`src/rtl/siu_niu_ob_pkg.sv`:
```
// siu_niu_ob_pkg: shared states and widths for the SIU->NIU outbound scheduler (parity option: SIU_NIU_PARITY_EN)
package siu_niu_ob_pkg;
    localparam int HDR_W     = 128;
    localparam int DATA_W    = 128;
    localparam int PAR_LANE  = 16;
    localparam int PAR_W     = DATA_W / PAR_LANE;
    localparam int BEATS_DEF = 4;
    typedef enum logic [1:0] {S_IDLE, S_HDR, S_PLD} state_e;
endpackage

```
`src/rtl/siu_niu_par_gen.sv`:
```
// siu_niu_par_gen: even parity per 16-bit lane of the outbound data word
module siu_niu_par_gen
    import siu_niu_ob_pkg::*;
(
    input  logic [DATA_W-1:0] data_i,
    output logic [PAR_W-1:0]  par_o
);
    for (genvar i = 0; i < PAR_W; i++) begin : g_lane
        assign par_o[i] = ^data_i[PAR_LANE*i +: PAR_LANE];
    end
endmodule

```
`src/rtl/siu_niu_ob_sched.sv`:
```
// siu_niu_ob_sched: credit-gated round-robin header/payload scheduler toward the NIU (parity option: SIU_NIU_PARITY_EN)
module siu_niu_ob_sched
    import siu_niu_ob_pkg::*;
#(
    parameter int CREDITS = 8,
    parameter int BEATS   = BEATS_DEF
) (
    input  logic              iol2clk,
    input  logic              rst_l,
    input  logic              wack_vld,
    input  logic [HDR_W-1:0]  wack_hdr,
    output logic              wack_ack,
    input  logic              rd_vld,
    input  logic [HDR_W-1:0]  rd_hdr,
    output logic              rd_ack,
    input  logic [DATA_W-1:0] rd_pld,
    output logic              rd_pld_pop,
    input  logic              niu_sio_credit_ret,
    output logic              sio_niu_hdr_vld,
    output logic              sio_niu_datareq,
    output logic [DATA_W-1:0] sio_niu_data,
    output logic [PAR_W-1:0]  sio_niu_parity,
    output logic [3:0]        credit_cnt,
    output logic              err_credit_ovf
);
    localparam int            BW   = (BEATS > 1) ? $clog2(BEATS) : 1;
    localparam logic [BW-1:0] LAST = BW'(BEATS - 1);
    localparam logic [3:0]    CMAX = 4'(CREDITS);

    state_e            state_q, state_d;
    logic [BW-1:0]     beat_q, beat_d;
    logic [DATA_W-1:0] data_q, data_d;
    logic [3:0]        cnt_q, cnt_d;
    logic              is_rd_q, is_rd_d, rr_rd_q, rr_rd_d;
    logic              hv_q, hv_d, dr_q, dr_d, ovf_q, ovf_d;
    logic              slot, pop, gnt_rd, gnt_wk, issue, ovf_hit;

    // a new header may follow a wack header or the last rd beat directly; rd payload beats are popped one cycle ahead
    always_comb begin
        slot    = state_q == S_IDLE || (state_q == S_HDR && !is_rd_q) || (state_q == S_PLD && beat_q == LAST);
        pop     = (state_q == S_HDR && is_rd_q) || (state_q == S_PLD && beat_q != LAST);
        gnt_rd  = rst_l && slot && cnt_q != 4'd0 && rd_vld && (!wack_vld || rr_rd_q);
        gnt_wk  = rst_l && slot && cnt_q != 4'd0 && wack_vld && !gnt_rd;
        issue   = gnt_rd || gnt_wk;
        state_d = pop ? S_PLD : issue ? S_HDR : S_IDLE;
        beat_d  = (pop && state_q == S_PLD) ? beat_q + 1'b1 : '0;
        data_d  = pop ? rd_pld : gnt_rd ? rd_hdr : gnt_wk ? wack_hdr : data_q;
        hv_d    = issue;
        dr_d    = gnt_rd;
        is_rd_d = issue ? gnt_rd : is_rd_q;
        rr_rd_d = issue ? gnt_wk : rr_rd_q;
        ovf_hit = niu_sio_credit_ret && !issue && cnt_q == CMAX;
        cnt_d   = (issue && !niu_sio_credit_ret) ? cnt_q - 4'd1 :
                  (!issue && niu_sio_credit_ret && !ovf_hit) ? cnt_q + 4'd1 : cnt_q;
        ovf_d   = ovf_q || ovf_hit;
    end

    // state and output registers; reset aborts any packet in flight
    always_ff @(posedge iol2clk or negedge rst_l) begin
        if (!rst_l) begin
            state_q <= S_IDLE;
            beat_q  <= '0;
            data_q  <= '0;
            cnt_q   <= CMAX;
            is_rd_q <= 1'b0;
            rr_rd_q <= 1'b1;
            hv_q    <= 1'b0;
            dr_q    <= 1'b0;
            ovf_q   <= 1'b0;
        end else begin
            state_q <= state_d;
            beat_q  <= beat_d;
            data_q  <= data_d;
            cnt_q   <= cnt_d;
            is_rd_q <= is_rd_d;
            rr_rd_q <= rr_rd_d;
            hv_q    <= hv_d;
            dr_q    <= dr_d;
            ovf_q   <= ovf_d;
        end
    end

`ifdef SIU_NIU_PARITY_EN
    logic [PAR_W-1:0] par_d, par_q;

    siu_niu_par_gen u_par (.data_i(data_d), .par_o(par_d));

    // parity registered alongside the data word it covers
    always_ff @(posedge iol2clk or negedge rst_l) begin
        if (!rst_l) par_q <= '0;
        else        par_q <= par_d;
    end

    assign sio_niu_parity = par_q;
`else
    assign sio_niu_parity = '0;
`endif

    assign wack_ack        = gnt_wk;
    assign rd_ack          = gnt_rd;
    assign rd_pld_pop      = pop;
    assign sio_niu_hdr_vld = hv_q;
    assign sio_niu_datareq = dr_q;
    assign sio_niu_data    = data_q;
    assign credit_cnt      = cnt_q;
    assign err_credit_ovf  = ovf_q;
endmodule

```
`config.mk`:
```
export PLATFORM = sky130hd
export DESIGN_NAME = siu_niu_ob_sched
export DESIGN_NICKNAME = d
export VERILOG_FILES = /design/src/rtl/siu_niu_ob_pkg.sv /design/src/rtl/siu_niu_par_gen.sv /design/src/rtl/siu_niu_ob_sched.sv
export SDC_FILE = /design/constraint.sdc
export NUM_CORES = 1
export LEC_CHECK = 0
export CAP_MARGIN = 20
export CORE_AREA = 2 2 205 207
export DETAILED_ROUTE_END_ITERATION = 10
export DIE_AREA = 0 0 207 209
export PLACE_DENSITY = 0.6
export SLEW_MARGIN = 20
export SYNTH_ARGS = -nofsm -noshare
export SYNTH_HDL_FRONTEND = slang
export SYNTH_HIERARCHICAL = 1
export SYNTH_SLANG_ARGS = --single-unit
```
`constraint.sdc`:
```
create_clock -name iol2clk -period 3.45 [get_ports iol2clk]
set_input_delay 1.035 -clock iol2clk [delete_from_list [all_inputs] [get_ports iol2clk]]
set_output_delay 1.035 -clock iol2clk [all_outputs]
set_load 0.01 [all_outputs]
```
# Word-level counts from Yosys, hierarchy flattened

Cells that the tools add are included.

Add/subtract/negate cells: 3
Equal/unequal tests: 5
Mux-type cells: 8
Reduce and logical (&&, ||, !) cells: 31

Operators with widths:

| operator                                          | number |
|---|---|
| 2-to-1 mux 128 bit                                | 3 |
| logical AND 1 bit                                 | 15 |
| 2-to-1 mux 4 bit                                  | 2 |
| zero test 1 bit                                   | 6 |
| logical OR 1 bit                                  | 6 |
| adder 4 x 1 -> 4 bit (second input constant)      | 1 |
| == test 2 bit (second input constant)             | 2 |
| == test 4 bit (second input constant)             | 1 |
| 2-to-1 mux 2 bit                                  | 2 |
| nonzero test 4 bit                                | 1 |
| subtractor 4 x 1 -> 4 bit (second input constant) | 1 |
| nonzero test 3 bit                                | 1 |
| adder 2 x 1 -> 2 bit (second input constant)      | 1 |
| == test 2 x 1 -> 1 bit (second input constant)    | 1 |
| zero test 2 bit                                   | 1 |
| != test 2 bit (second input constant)             | 1 |
| nonzero test 2 bit                                | 1 |
| 2-to-1 mux 1 bit                                  | 1 |

Register bits: 141
Input port bits: 389

# Depth between registers and ports, before layout

Gate-level depths: netlist of the first run.

Word-level depth: 18
Depth in mapped cells: 10

# Worst setup path after synthesis of the first run

No wires, ideal clock.

Kind: input to output
Start: in rst_l
End: out rd_ack
Arrival: 2.060 ns
Setup slack: 0.355 ns
Stages on the path: 6
Buffers on the path: 3
Path through: o41ai_2 -> a221o_1 -> buf_4 -> buf_4 -> buf_2 -> nor2_1

Cells in the longest elaborated chain, start to end: 4

Ends and longest elaborated chain:

| item                            | RTL line               | RTL |
|---|---|---|
| from (decl)                     | siu_niu_ob_sched.sv:9  | `input logic rst_l,` |
| logical AND 1 bit (4 in series) | siu_niu_ob_sched.sv:42 | `gnt_rd = rst_l && slot && cnt_q != 4'd0 && rd_vld && (!wack_vld \|\| rr_rd_q);` |
| to (decl)                       | siu_niu_ob_sched.sv:15 | `output logic rd_ack,` |

No other way between the ends.

# Final worst setup path of the first run

Start: in rd_vld
End: out wack_ack

Cells in the longest elaborated chain, start to end: 4

Ends and longest elaborated chain:

| item                            | RTL line               | RTL |
|---|---|---|
| from (decl)                     | siu_niu_ob_sched.sv:13 | `input logic rd_vld,` |
| logical AND 1 bit (2 in series) | siu_niu_ob_sched.sv:42 |  |
| zero test 1 bit                 | siu_niu_ob_sched.sv:43 | `gnt_wk = rst_l && slot && cnt_q != 4'd0 && wack_vld && !gnt_rd;` |
| logical AND 1 bit               | siu_niu_ob_sched.sv:43 |  |
| to (decl)                       | siu_niu_ob_sched.sv:12 | `output logic wack_ack,` |

No other way between the ends.

==> results of run 1 <==
[repair_timing]
item	in CTS	in global routing
buffers inserted	0	0
setup endpoints to repair	0	2
gates resized for setup	0	2
[cell type report]
cell class                 count  area, sq um  area share, %
sequential                   141         3531          25.44
multi-input combinational    563         3447          24.83
tap                          539        674.4          4.858
clock inverter                 6        83.83         0.6039
timing repair buffer         565         5634          40.59
clock buffer                  25        495.5          3.569
inverter                       4        15.01         0.1082
[sequential cells by signal, summed over array words and instances (netlist names)]
name,count
beat_q,2
credit_cnt,4
err_credit_ovf,1
is_rd_q,1
rr_rd_q,1
sio_niu_data,128
sio_niu_datareq,1
sio_niu_hdr_vld,1
state_q,2
[cells by family (layout without fill, tap and decap cells)]
logic type	count (synthesis)	count (layout)	share of synthesized area, %
flops	141	141	47.54
other cells	1	8	0.05049
buf+inv	98	600	7.109
simple gates	274	274	16.39
fa+ha+maj	4	4	0.7750
xor+xnor	3	3	0.3538
mux	1	1	0.1348
compound gates	273	273	27.64
[worst paths after layout]
kind | startpoint | endpoint | depth (start not counted)
max | rd_vld | wack_ack | 4
min | beat_q[0]$_DFF_PN0_ | beat_q[0]$_DFF_PN0_ | 1
max reg2reg | credit_cnt[1]$_DFFE_PN0P_ | sio_niu_data[42]$_DFFE_PN0P_ | 7
min reg2reg | beat_q[0]$_DFF_PN0_ | beat_q[0]$_DFF_PN0_ | 1
max in group asynchronous | rst_l | sio_niu_data[75]$_DFFE_PN0P_ | 3
min in group asynchronous | rst_l | sio_niu_data[13]$_DFFE_PN0P_ | 2
[routing by layer]
layer  global-route usage, %  vias to the layer above  wire [um]  share of wire [%]
met2                   26.30                      406      17120                 49
li1                        -                     3974          -                  -
met3                   4.899                       50       2620                7.5
met4                   7.611                        0       1153                3.3
met5                       0                        -          0                  0
met1                   18.63                     4210      14160                 40
[critical path: stages]
cell and delay [ns]:
clkdlybuf4s50_1 0.49, o21a_4 0.17, nor2_1 0.10, clkdlybuf4s50_1 0.55
[power by group]
part           internal (mW)  switching [mW]  total, mW  leakage (nW)
Clock                   1.13           0.728       1.86         0.287
Combinational           3.05            2.59       5.64          3.46
Sequential              2.50           0.542       3.04          1.73
Total                   6.69            3.86       10.5          5.47
[metrics by stage]
stage                     area (sq um)  instances
after floorplan                   7453        802
after global placement           13290       1812
after detailed placement         13290       1812
after CTS                        13870       1843
after global routing             13880       1843
final                            13880       1843
[cell usage in the layout, fill, tap and decap left out, types with 3 or more instances in the layout]
| cell type | instances |
|---|---|
| inv_1 | 4 |
| conb_1 | 8 |
| clkbuf_8 | 4 |
| nor2_1 | 7 |
| clkinv_2 | 3 |
| dfrtp_1 | 139 |
| clkbuf_16 | 17 |
| nand3_1 | 128 |
| buf_12 | 6 |
| clkdlybuf4s50_1 | 523 |
| clkbuf_1 | 4 |
| buf_4 | 34 |
| a21oi_1 | 130 |
| ha_1 | 3 |
| a221o_1 | 128 |
| nand2_1 | 132 |
==> results.toml, run 1 <==
[cells_and_area]
area_delta_synth_final_pct = 86.89
fin_util_pct = 33.62
final_layout_size_suffix_gt1_share_pct = 5.982
diodes = 0
nets = 1685
fillers = 4287

[clock_tree]
cts.path.max_buffers = 2
clock-root-buffer = "clkbuf_16"
cts_hold_buf = 0
clock_latency_ns = 0.45
cts_inserted_buffers = 17
cts_tree = "done"
clk_pin_slew_ns = 0.06
htree_levels = 4
cts_sinks = 141

[logic_synthesis]
ys_seq_area_share_pct = 47.54
synth_area_leaders = "dfrtp_1, a221o_1, a21oi_1"
syn_area_sq_mm = 0.007427
synthTopCellsByCount = "dfrtp_1, nand2_1, a21oi_1"
yosysTopAreaCellShare_pct = 46.83
yosys.cell_types.count = 35
synthMostInstantiatedCell = "dfrtp_1"
synthArstFlopShare_pct = 100.0
synth_ff_type = "dfrtp_1"
synth_edf_count = 0
synth_area_per_cell_sq_um = 9.342
synthCells = 795
yosysTopAreaCell = "dfrtp_1"
synth_seq_cells = 141
yosysWarnings = 6

[setup_path]
end_kind = "output pin"
critPathRequiredTime_ns = 2.41
cp_max_fo = 3
r2r_slack_ns = 0.96
critPathKind = "primary input to output pin"
crit_path_start_kind = "primary input"
crit_arrival_ns = 2.34

[timing]
relSlewSlack_pct = 41.18
setup_viol = 0
tns_ns = 0
fmax_mhz = 296.0
fin_crit_ns = 3.379
clock_skew_ns = 0.009671
final_max_slew_viol_count = 0
tightest_slew_ns = 0.8822
hold_violations = 0
hold_ws_ns = 0.4291
rsz0062_at_grt = "false"
timing.final.crit_share_pct = 97.94
setup_ws_ns = 0.07114

[routing]
drc = 0
drt_iter0_drc = 503
ant_nets = 0
avgRoutedWirePerCell_um = 19.02
drt-total-wl_um = 35050
drt_first_pass_iters = 5
vias = 8640
vias_per_cell = 4.688

[pwr]
power_mw = 10.54
power_density_mw_per_mm2 = 759.7
ir_drop_mv = 0.3445
leakage_nw = 5.469

[global_route]
grt_overflow = 0
antenna_found_initial = 0
grt_max_degree = 133
grt_usage_pct = 15.85
grt_pass1_vias = 8818
grt_pass1_wl_um = 52800

[floorplan]
fp-row-count = 75
start_util_pct = 17.99
die_width_um = 207
dieArea_sq_mm = 0.04326
die-height_um = 209
core_area_sq_mm = 0.04129
ioPinCount = 535

[outcome]
status = "completed"

[placement]
port_buffers = 526
routabilityCongestion = 0.8347
dp_hpwl_um = 25440
dp_slack_ns = 0.04021

[hold_path]
min_path_type = "flop to flop"

[run]
maxCapViolCount = 0
(Power assumes the default switching activity.)
==> inputs of run 2 (changes only) <==
--- a/config.mk
+++ b/config.mk
@@ -6,10 +6,11 @@
 export NUM_CORES = 1
 export LEC_CHECK = 0
 export CAP_MARGIN = 20
-export CORE_AREA = 2 2 205 207
+export CORE_AREA = 2 2 208 210
+export CTS_BUF_LIST = sky130_fd_sc_hd__clkbuf_8
 export DETAILED_ROUTE_END_ITERATION = 10
-export DIE_AREA = 0 0 207 209
-export PLACE_DENSITY = 0.6
+export DIE_AREA = 0 0 210 212
+export PLACE_DENSITY = 0.59
 export SLEW_MARGIN = 20
 export SYNTH_ARGS = -nofsm -noshare
 export SYNTH_HDL_FRONTEND = slang
==> results.toml, run 2 (synthesis results as in run 1) <==
[setup_path]
crit_path_start_kind = "primary input"
r2r_cells = 9
end_kind = "output pin"
r2r_slack_ns = 0.91
cp_max_fo = 2
crit_arrival_ns = 2.36
max_stage_delay_ns = 0.54
critPathRequiredTime_ns = 2.41
worstPathCellList = "buf_6 > o41ai_2 > a221oi_1 > nand2_1 > nor2_1 > clkdlybuf4s50_1"
crit_slowest_cell = "clkdlybuf4s50_1"
critPathKind = "primary input to output pin"
r2r-end = "sio_niu_data[110]$_DFFE_PN0P_"
r2r-start = "beat_q[0]$_DFF_PN0_"

[timing]
timing.final.crit_share_pct = 98.27
clock_skew_ns = 0.01848
fmax_mhz = 295.0
hold_violations = 0
fin_crit_ns = 3.390
tightest_slew_ns = 0.9120
final_max_slew_viol_count = 0
tns_ns = 0
setup_viol = 0
rsz0062_at_grt = "false"
relSlewSlack_pct = 39.20

[global_route]
grt_pass1_wl_um = 51740
grt_overflow = 0
met3_usage_pct = 4.653
grt_pass1_vias = 8772
grt_usage_pct = 15.21
antenna_found_initial = 0
globalRouteMet2Util_pct = 25.82
grt-busiest-layer = "met2"
met1_usage_pct = 18.05
grt_max_degree = 133

[routing]
avgRoutedWirePerCell_um = 19.32
vias = 8594
drt_first_pass_iters = 5
ant_nets = 0
drt_iter0_drc = 411
drc = 0
drt-total-wl_um = 35530
vias_per_cell = 4.673

[cells_and_area]
largest_reg_flops = 128
fin_area_sq_mm = 0.01367
final_layout_size_suffix_gt1_share_pct = 5.414
final_cell_mix = "clkdlybuf4s50_1, dfrtp_1, nand2_1"
area_delta_synth_final_pct = 84.03
diodes = 0
mostFrequentLayoutCell = "clkdlybuf4s50_1"
fin_util_pct = 32.16
nets = 1675

[clock_tree]
post_cts_buffers = 0
ctsResizeCount = 1
cts_inserted_buffers = 17
clk_pin_slew_ns = 0.08
clock_latency_ns = 0.48
htree_levels = 4
clock-root-buffer = "clkbuf_8"
cts_hold_buf = 0
cts_tree = "done"
cts.path.max_buffers = 2
cts_sinks = 141

[pwr]
leakage_nw = 5.339
ir_drop_mv = 0.3455
power_density_mw_per_mm2 = 743.2
power_mw = 10.16

[floorplan]
die_width_um = 210
ioPinCount = 535
die-height_um = 212
start_util_pct = 17.47
dieArea_sq_mm = 0.04452
fp-row-count = 76
core_area_sq_mm = 0.04251

[placement]
dpl_cell_area_sq_mm = 0.01326
port_buffers = 526
dp_hpwl_um = 25150
routabilityCongestion = 0.8253

[hold_path]
min_path_type = "flop to flop"
hold_path_startpoint = "beat_q[0]$_DFF_PN0_"
min_path_cells = 1
holdPathEnd = "beat_q[0]$_DFF_PN0_"

[outcome]
status = "completed"

[run]
maxCapViolCount = 0
run 2: area by class of cell:
type | instances | area, sq um
Fill cell | 4435 | 28840
Multi-Input combinational cell | 563 | 3441
Timing Repair Buffer | 555 | 5593
Sequential cell | 141 | 3531
Inverter | 4 | 15.01
Tap cell | 546 | 683.2
Clock buffer | 19 | 261.5
Clock inverter | 11 | 143.9
run 2: routing by layer:
| metal | vias up | share of wire, % | routed length (um) |
|---|---|---|---|
| met2 | 435 | 49 | 17350 |
| li1 | 3958 | - | - |
| met4 | 0 | 2.7 | 947 |
| met1 | 4159 | 41 | 14550 |
| met3 | 42 | 7.6 | 2685 |
| met5 | - | 0 | 0 |
run 2: how the worst max path moves through the flow:
stage,startpoint,end,cells past startpoint
2_1_floorplan,rst_l,rd_ack,6
3_3_place_gp,rd_vld,rd_ack,4
3_5_place_dp,rd_vld,rd_ack,4
4_1_cts,rd_vld,wack_ack,4
5_1_grt,rst_l,wack_ack,6
6_report,rst_l,wack_ack,6
run 2: worst max-delay path, delay by kind of cell:
kind / cells / cell delay [ns]
compound gates: 2 / 0.40
buf+inv: 2 / 0.66
simple gates: 2 / 0.24
run 2: power by group:
part           switching [mW]  total, mW  internal [mW]
combinational            2.62       5.65           3.03
sequential              0.558       3.05           2.49
clock                   0.708       1.45          0.743
run 2: per-stage QoR:
stage	hold WS, ns	cells	worst slack, ns
2_1_floorplan	0.4078	802	0.3548
3_3_place_gp	0.4199	1809	0.01319
3_5_place_dp	0.4403	1809	0.0003220
4_1_cts	0.4516	1839	0.05254
5_1_grt	0.4603	1839	0.009740
6_report	0.4448	1839	0.05959
